[config.mk]
export PLATFORM = sky130hd
export DESIGN_NAME = mc_main_control
export DESIGN_NICKNAME = d
export VERILOG_FILES = /design/src/rtl/mips_ctrl_pkg.sv /design/src/rtl/mc_main_control.sv
export SDC_FILE = /design/constraint.sdc
export NUM_CORES = 1
export LEC_CHECK = 0
export CORE_UTILIZATION = 40
export DETAILED_ROUTE_END_ITERATION = 12
export PLACE_DENSITY = 0.92
export SYNTH_ARGS = -nofsm -noshare
export SYNTH_HDL_FRONTEND = slang
export SYNTH_SLANG_ARGS = --single-unit
export TNS_END_PERCENT = 5
[constraint.sdc]
create_clock -name clk -period 2.9 [get_ports clk]
set_input_delay 0.435 -clock clk [delete_from_list [all_inputs] [get_ports clk]]
set_output_delay 0.435 -clock clk [all_outputs]
set_load 0.1 [all_outputs]
[src/rtl/mips_ctrl_pkg.sv]
// Shared control definitions for the multi-cycle MIPS core: opcodes, ALU-op
// codes, main-control state encodings and datapath mux selects.
package mips_ctrl_pkg;

    // Primary opcodes, instr[31:26]
    localparam logic [5:0] OP_RTYPE = 6'b000000;
    localparam logic [5:0] OP_LW    = 6'b100011;
    localparam logic [5:0] OP_SW    = 6'b101011;
    localparam logic [5:0] OP_BEQ   = 6'b000100;
    localparam logic [5:0] OP_J     = 6'b000010;
    localparam logic [5:0] OP_ADDI  = 6'b001000;

    // ALU operation handed to the execute-stage ALU function decoder
    localparam logic [1:0] ALUOP_ADD   = 2'b00;
    localparam logic [1:0] ALUOP_SUB   = 2'b01;
    localparam logic [1:0] ALUOP_FUNCT = 2'b10;

    // ALU operand B select
    localparam logic [1:0] ALUB_REG    = 2'b00;
    localparam logic [1:0] ALUB_FOUR   = 2'b01;
    localparam logic [1:0] ALUB_IMM    = 2'b10;
    localparam logic [1:0] ALUB_IMM_SH = 2'b11;

    // Next-PC select
    localparam logic [1:0] PCSRC_ALU    = 2'b00;
    localparam logic [1:0] PCSRC_ALUOUT = 2'b01;
    localparam logic [1:0] PCSRC_JUMP   = 2'b10;

    // Main-control state encodings; 12..15 are unused and recover to FETCH
    typedef enum logic [3:0] {
        S_FETCH   = 4'd0,
        S_DECODE  = 4'd1,
        S_MEMADR  = 4'd2,
        S_MEMRD   = 4'd3,
        S_MEMWB   = 4'd4,
        S_MEMWR   = 4'd5,
        S_EXECUTE = 4'd6,
        S_ALUWB   = 4'd7,
        S_BRANCH  = 4'd8,
        S_JUMP    = 4'd9,
        S_ADDIEX  = 4'd10,
        S_ADDIWB  = 4'd11
    } state_t;

endpackage

[src/rtl/mc_main_control.sv]
// Multi-cycle main control FSM: steps each instruction through fetch, decode,
// execute, memory and writeback, driving every datapath enable and mux select.
// Memory states wait on mem_ready. STATE_W must be at least 4.
module mc_main_control
    import mips_ctrl_pkg::*;
#(
    parameter int STATE_W = 4
) (
    input  logic               clk,
    input  logic               rst_n,
    input  logic [5:0]         ID_opcode,
    input  logic               mem_ready,
    output logic [1:0]         EX_alu_op,
    output logic               alu_src_a,
    output logic [1:0]         alu_src_b,
    output logic [1:0]         pc_src,
    output logic               pc_write,
    output logic               pc_write_cond,
    output logic               iord,
    output logic               mem_read,
    output logic               mem_write,
    output logic               ir_write,
    output logic               reg_dst,
    output logic               mem_to_reg,
    output logic               reg_write,
    output logic               illegal_op,
    output logic [STATE_W-1:0] dbg_state
);

    state_t state_q;
    state_t state_d;

    // State register with synchronous active-low reset back to FETCH
    always_ff @(posedge clk) begin
        // NOTE: sequential state uses non-blocking assignment so every flop
        // samples pre-edge values regardless of block ordering.
        if (!rst_n) begin
            state_q <= S_FETCH;
        end else begin
            state_q <= state_d;
        end
    end

    // Next-state selection
    always_comb begin
        // NOTE: default assigned first so no path through the case leaves
        // state_d unassigned, which would infer a latch.
        state_d = S_FETCH;
        case (state_q)
            S_FETCH: begin
                state_d = mem_ready ? S_DECODE : S_FETCH;
            end
            S_DECODE: begin
                case (ID_opcode)
                    OP_RTYPE:      state_d = S_EXECUTE;
                    OP_LW, OP_SW:  state_d = S_MEMADR;
                    OP_BEQ:        state_d = S_BRANCH;
                    OP_J:          state_d = S_JUMP;
                    OP_ADDI:       state_d = S_ADDIEX;
                    default:       state_d = S_FETCH;
                endcase
            end
            S_MEMADR: begin
                // Only lw/sw reach here; the IR still holds the opcode
                state_d = (ID_opcode == OP_LW) ? S_MEMRD : S_MEMWR;
            end
            S_MEMRD: begin
                state_d = mem_ready ? S_MEMWB : S_MEMRD;
            end
            S_MEMWB: begin
                state_d = S_FETCH;
            end
            S_MEMWR: begin
                state_d = mem_ready ? S_FETCH : S_MEMWR;
            end
            S_EXECUTE: begin
                state_d = S_ALUWB;
            end
            S_ALUWB: begin
                state_d = S_FETCH;
            end
            S_BRANCH: begin
                state_d = S_FETCH;
            end
            S_JUMP: begin
                state_d = S_FETCH;
            end
            S_ADDIEX: begin
                state_d = S_ADDIWB;
            end
            S_ADDIWB: begin
                state_d = S_FETCH;
            end
            default: begin
                state_d = S_FETCH;
            end
        endcase
    end

    // Output decode: Moore outputs per state, plus mem_ready gating in FETCH
    always_comb begin
        EX_alu_op     = ALUOP_ADD;
        alu_src_a     = 1'b0;
        alu_src_b     = ALUB_REG;
        pc_src        = PCSRC_ALU;
        pc_write      = 1'b0;
        pc_write_cond = 1'b0;
        iord          = 1'b0;
        mem_read      = 1'b0;
        mem_write     = 1'b0;
        ir_write      = 1'b0;
        reg_dst       = 1'b0;
        mem_to_reg    = 1'b0;
        reg_write     = 1'b0;
        illegal_op    = 1'b0;
        case (state_q)
            S_FETCH: begin
                // Read instruction at PC and compute PC+4 in the same cycle
                mem_read  = 1'b1;
                alu_src_b = ALUB_FOUR;
                ir_write  = mem_ready;
                pc_write  = mem_ready;
            end
            S_DECODE: begin
                // Precompute branch target PC + (imm << 2) speculatively
                alu_src_b = ALUB_IMM_SH;
                case (ID_opcode)
                    OP_RTYPE, OP_LW, OP_SW, OP_BEQ, OP_J, OP_ADDI: illegal_op = 1'b0;
                    default:                                        illegal_op = 1'b1;
                endcase
            end
            S_MEMADR: begin
                alu_src_a = 1'b1;
                alu_src_b = ALUB_IMM;
            end
            S_MEMRD: begin
                mem_read = 1'b1;
                iord     = 1'b1;
            end
            S_MEMWB: begin
                mem_to_reg = 1'b1;
                reg_write  = 1'b1;
            end
            S_MEMWR: begin
                mem_write = 1'b1;
                iord      = 1'b1;
            end
            S_EXECUTE: begin
                alu_src_a = 1'b1;
                EX_alu_op = ALUOP_FUNCT;
            end
            S_ALUWB: begin
                reg_dst   = 1'b1;
                reg_write = 1'b1;
            end
            S_BRANCH: begin
                alu_src_a     = 1'b1;
                EX_alu_op     = ALUOP_SUB;
                pc_src        = PCSRC_ALUOUT;
                pc_write_cond = 1'b1;
            end
            S_JUMP: begin
                pc_src   = PCSRC_JUMP;
                pc_write = 1'b1;
            end
            S_ADDIEX: begin
                alu_src_a = 1'b1;
                alu_src_b = ALUB_IMM;
            end
            S_ADDIWB: begin
                reg_write = 1'b1;
            end
            default: begin
                // Unused encodings drive nothing
            end
        endcase
    end

    // Expose the state encoding zero-extended to the debug width
    assign dbg_state = STATE_W'(state_q);

endmodule
== Word level (Yosys, flattened, before mapping) ==
Index checks and enable logic that the tools add are counted.
Word-level totals
  output and inout port bits: 21
  word-level logic and storage cells: 47
  register bits: 4
Operators by class
  reduce and logical (&&, ||, !) cells: 9
  eq/ne operators: 16
  mux-type cells: 21
Operators with widths (number)
  4-bit one-hot mux with 7 select lines: 1
  4-bit one-hot mux with 5 select lines: 1
  4-bit by 3-bit equality test with 1-bit output (second input constant): 4
  4-bit equality test (second input constant): 4
  6-bit equality test (second input constant): 2
  1-bit 2-to-1 mux: 12
  3-bit 2-to-1 mux: 3
  4-bit by 2-bit equality test with 1-bit output (second input constant): 2
  2-bit one-hot mux with 2 select lines: 2
  2-bit OR reduction: 4
  6-bit by 2-bit equality test with 1-bit output (second input constant): 1
  6-bit by 3-bit equality test with 1-bit output (second input constant): 1
  6-bit by 4-bit equality test with 1-bit output (second input constant): 1
  6-bit logical NOT: 1
  2-bit one-hot mux with 3 select lines: 1
  6-bit OR reduction: 1
  4-bit by 1-bit equality test with 1-bit output (second input constant): 1
  4-bit logical NOT: 1
  4-bit OR reduction: 1
  3-bit OR reduction: 1
  1-bit one-hot mux with 2 select lines: 1

== Longest topological paths before layout ==
  depth after elaboration: 4
  mapped depth: 5

== Worst setup path before layout ==
OpenSTA, ideal clock, no wires.
  kind: register to output
  start: register state_q[2], in the netlist dbg_state[2]
  end: output reg_write
  slack: -1.974 ns
  path buffers: 1
  cell stages (with the launch flop): 5
  data arrival time: 4.439 ns
  cell sequence: dfxtp_1 -> buf_2 -> nand2_1 -> nor3_1 -> o21bai_1
On the way
  cells in the longest elaborated chain, start to end: 3
  elaborated cells on any way between the ends: 5
  those cells by class: 3 x eq/ne; 1 x mux; 1 x reduce/logical
Ends and longest elaborated chain
  start, declared: RTL line mc_main_control.sv:30  | state_t state_q;
  start signal, assigned: RTL line mc_main_control.sv:40  | state_q <= state_d;
  4-bit equality test or 4-bit by 3-bit equality test with 1-bit output (tied branches): RTL line mc_main_control.sv:116  | case (state_q)
  3-bit OR reduction (no source line) (*)
  1-bit 2-to-1 mux (*): RTL line mc_main_control.sv:116
  end, declared: RTL line mc_main_control.sv:25  | output logic reg_write,
Every way passes the cells marked *; elsewhere a longest branch is shown, timed or not.

== Final worst setup path ==
  start: input ID_opcode[1]
  end: output illegal_op
On the way
  cells in the longest elaborated chain, start to end: 4
  elaborated cells on any way between the ends: 9
  those cells by class: 5 x eq/ne; 2 x mux; 2 x reduce/logical
Ends and longest elaborated chain
  start, declared: RTL line mc_main_control.sv:11  | input logic [5:0] ID_opcode,
  6-bit equality test (tied with other cells): RTL line mc_main_control.sv:127  | case (ID_opcode)
  6-bit OR reduction (*): RTL line mc_main_control.sv:127
  1-bit 2-to-1 mux (*): RTL line mc_main_control.sv:127
  1-bit 2-to-1 mux (*): RTL line mc_main_control.sv:116
  end, declared: RTL line mc_main_control.sv:26  | output logic illegal_op,
Marked as above.

==> flow_results.org <==
** Status
- Outcome :: finished, final reports clean

** Worst setup path
- Startpoint class of the critical path :: input pin
- Worst EP required :: 2.47 ns
- On the critical path, the stage with the largest delay is an instance of sky130_fd_sc_hd__clkdlybuf4s50_1.
- In this design, the stage delay of the slowest critical-path cell is 0.51 ns.
- Start-to-end type of the worst setup path :: in2out
- Cell Chain, Critical Path :: clkdlybuf4s50_1, or3_4, nor4_4, nor2_1, and3_1, buf_12
- STA puts the critical path data arrival time at 1.99 ns.
- STA classifies the critical path endpoint as an output pin.
- For flop-to-flop paths, the worst setup slack is 1.23 ns.
- Along the worst path, the maximum fanout reaches 6.

** STA
- Final period utilization :: 83.62%
- Minimum hold slack :: 0.7515 ns
- Final count of negative-setup-slack endpoints :: 0
- After layout, the minimum clock period comes to 2.425 ns.
- At the pin with the least slew margin, the transition time is 0.6426 ns.
- The number of slew-limit violations in the final report is 0.
- Fin Setup TNS :: 0 ns
- The clock arrives with 0.004090 ns of skew.
- The hold violation total from the final report was 0.
- Based on the critical path, the design can be clocked at up to approximately 410 MHz.
- Smallest setup slack after layout :: ~0.48 ns
- RSZ-0062 raised after global routing :: no
- Measured against its own limit, the worst slew margin works out to a little under three fifths.

** Power and ir drop
- Internal cell power :: 0.1371 mW
- Registers are responsible for between 20% and 30% of the overall power.
- Net switching is a little over two fifths of the power.
- The analysis attributes to net switching a power of about 0.10 mW.
- Static leakage :: 0.3413 nW
- Per report_power, the combinational group accounts for a little under half of the total.
- The clock network is responsible for 28.9% of the overall power.
- PwrDens :: 289.8 mW/mm^2
- IR analysis of the VDD net gives a maximum drop of between 200 and 250 uV.
- Power consumption :: 0.2411 mW

** Yosys
- Most numerous cell types in the synthesized netlist :: sky130_fd_sc_hd__nor2_1, sky130_fd_sc_hd__nor3_1, sky130_fd_sc_hd__a21oi_1
- After synthesis, the share of flip-flops with an asynchronous set or reset is 0%.
- Mapped cell area :: 538.0 sq um
- Ys Warns :: 0
- Largest cells by area after synthesis :: sky130_fd_sc_hd__dfxtp_1, sky130_fd_sc_hd__nor3_1, sky130_fd_sc_hd__nor2_1
- Synthesis inferred 4 register bits.
- Number of nets in the synthesized netlist :: 88
- Leading area contributor after synthesis :: sky130_fd_sc_hd__dfxtp_1
- Of the synthesized area, sequential elements account for 14.88%.
- Number of enable-type register cells in the synthesized netlist :: 0
- Among all cell types in the netlist, the one instantiated most often is sky130_fd_sc_hd__nor2_1.
- Flip-flop cell with the highest count after synthesis :: sky130_fd_sc_hd__dfxtp_1
- Synth Instances :: 79
- The synthesized netlist contains 34 unique library cells.
- In this run the biggest area consumer among cell types represents between 10% and 20% of the synthesized area.
- Each instance of the synthesized netlist takes up on average about 7 sq um.

** Finish
- 0 antenna diodes ended up in the layout.
- Once layout is complete, the utilization of the core stands at a little under three quarters.
- Fraction of final layout cells with drive strength greater than 1 :: 32.69%
- From synthesis to final layout, the design area changed by 54.65%.
- Max reg flops :: 4
- Net count, final :: 115

** Floorplan
- In this run the standard cell core region covers 0.001171 sq mm.
- Number of rows in the core area :: 12
- # IOs :: 30
- DIE HEIGHT :: 38.68 microns
- Full die area :: approximately 0.0015 sq mm
- Effective utilization at floorplan :: 45.94%
- Width of the die :: 38.68 microns

** Clocking
- Number of clock sinks seen by CTS :: 4
- Clock tree synthesis inserted a total of 3 buffers.
- After clock tree synthesis, the clock-pin slew on the worst setup and hold paths is 0.03 ns.
- Once the clock tree was built, the setup fixing pass inserted 0 buffers.
- TritonCTS built the clock tree.
- In this run the number of H-tree levels came out at 1.
- Count of hold buffers inserted by post-cts repair :: 0
- The number of gates resized after CTS was 0.
- The later pin in the worst-skew pair is clocked with a latency of about 0.24 ns.
- Maximum root-to-sink buffer count :: 2
- Clock tree root driver cell :: sky130_fd_sc_hd__clkbuf_4

** Routing
- In the routed layout, each cell is associated on average with a via count of 5.678.
- The final layout contains routed wiring with a total length of roughly 1.5 mm.
- Final routed DRC violation total :: 0
- Number of violations reported at the end of detailed-routing iteration 0 :: 11
- In the final routed layout, each cell accounts on average for 12.67 microns.
- DR vias :: 670
- Once detail routing completed, the nets flagged for antenna violations numbered 0.
- The first TritonRoute pass finished after 4 iterations.

** Place
- Pre-CTS WS :: ~0.49 ns
- Half-perimeter wire length after detailed placement :: roughly 1.1 mm
- During placement, the flow inserted port buffers numbering 29.
- Global placer's final weighted congestion :: between 0.7 and 0.8

** Job
- The tool flagged a number of max-cap violations equal to 0.

** Global routing
- Maximum number of pins on one net before global-route repair :: 20
- Global routing used 21.40% of the available tracks.
- The via count of the first global-routing pass is 520.
- Initial antenna violation count :: 0
- The first global-routing pass estimated ~2.2 mm of wire.
- For this run the aggregate overflow at the end of global routing stands at 0.

** Hold path
- Hold Path Class :: reg2reg
-- area by class of cell --
class | count | area (sq um)
Clock buffer | 3 | 22.52
Fill cell | 107 | 339.1
Inverter | 1 | 3.754
Multi-Input combinational cell | 66 | 437.9
Sequential cell | 4 | 80.08
Tap cell | 14 | 17.52
Timing Repair Buffer | 30 | 270.3
-- cell usage in the layout (no fill, tap or decap), drive strengths merged --
cell type       n
o22ai           1
a31oi           1
nand4b          1
xor2            2
a21oi           6
inv             1
and3b           1
clkbuf          3
nor3b           2
nor2           11
nand4bb         1
nand2b          3
nand3b          1
dfxtp           4
a211oi          1
a32oi           2
o21ai           4
buf            22
or3             1
xnor2           1
o21bai          1
a221oi          1
nand2           5
or2             1
nand3           1
nor3           10
and3            3
nor4            2
o211ai          1
nand4           1
clkdlybuf4s50   8
nor4b           1
-- cell families after synthesis --
logic type / Yosys count / share of synthesized area [%]
AO/OA/AOI/OAI: 18 / 20.70
XOR/XNOR: 3 / 4.885
flip-flops: 4 / 14.88
buffers and inverters: 9 / 9.533
AND/OR/NAND/NOR: 45 / 50.00
-- through the flow --
step                std cells  instance area (sq um)
finish                    118                  832.0
global placement          115                  809.5
detailed placement        115                  809.5
global route              118                  832.0
CTS                       118                  832.0
floorplan                  79                  569.3
-- power by group through the flow --
stage | registers [mW] | logic, mW | clock network, mW
2_1_floorplan | 0.0668 | 0.0680 | 0
3_3_place_gp | 0.0627 | 0.109 | 0
3_5_place_dp | 0.0627 | 0.110 | 0
4_1_cts | 0.0620 | 0.110 | 0.0732
5_1_grt | 0.0625 | 0.114 | 0.0787
6_report | 0.0619 | 0.110 | 0.0696
-- worst max-delay path, delay by kind of cell --
family / cells / cell delay, ns
buffers and inverters: 2 / 0.68
and+or+nand+nor: 4 / 0.87
-- final timing paths --
kind	start	to	cells past startpoint
worst max-delay path	ID_opcode[1]	illegal_op	6
worst min-delay path	dbg_state[2]$_SDFF_PN0_	dbg_state[3]$_SDFF_PN0_	2
worst max register to register	dbg_state[1]$_SDFF_PN0_	dbg_state[2]$_SDFF_PN0_	4
worst min register to register	dbg_state[2]$_SDFF_PN0_	dbg_state[3]$_SDFF_PN0_	2
-- layer usage --
layer / GRT usage (%) / wire, microns / vias to the layer above
met5: 0 / 0 / -
met4: 10.34 / 8 / 0
met3: 5.202 / 84 / 2
met2: 35.42 / 763 / 20
met1: 25.34 / 639 / 308
li1: - / - / 340
Power figures use the tool's default switching activity.
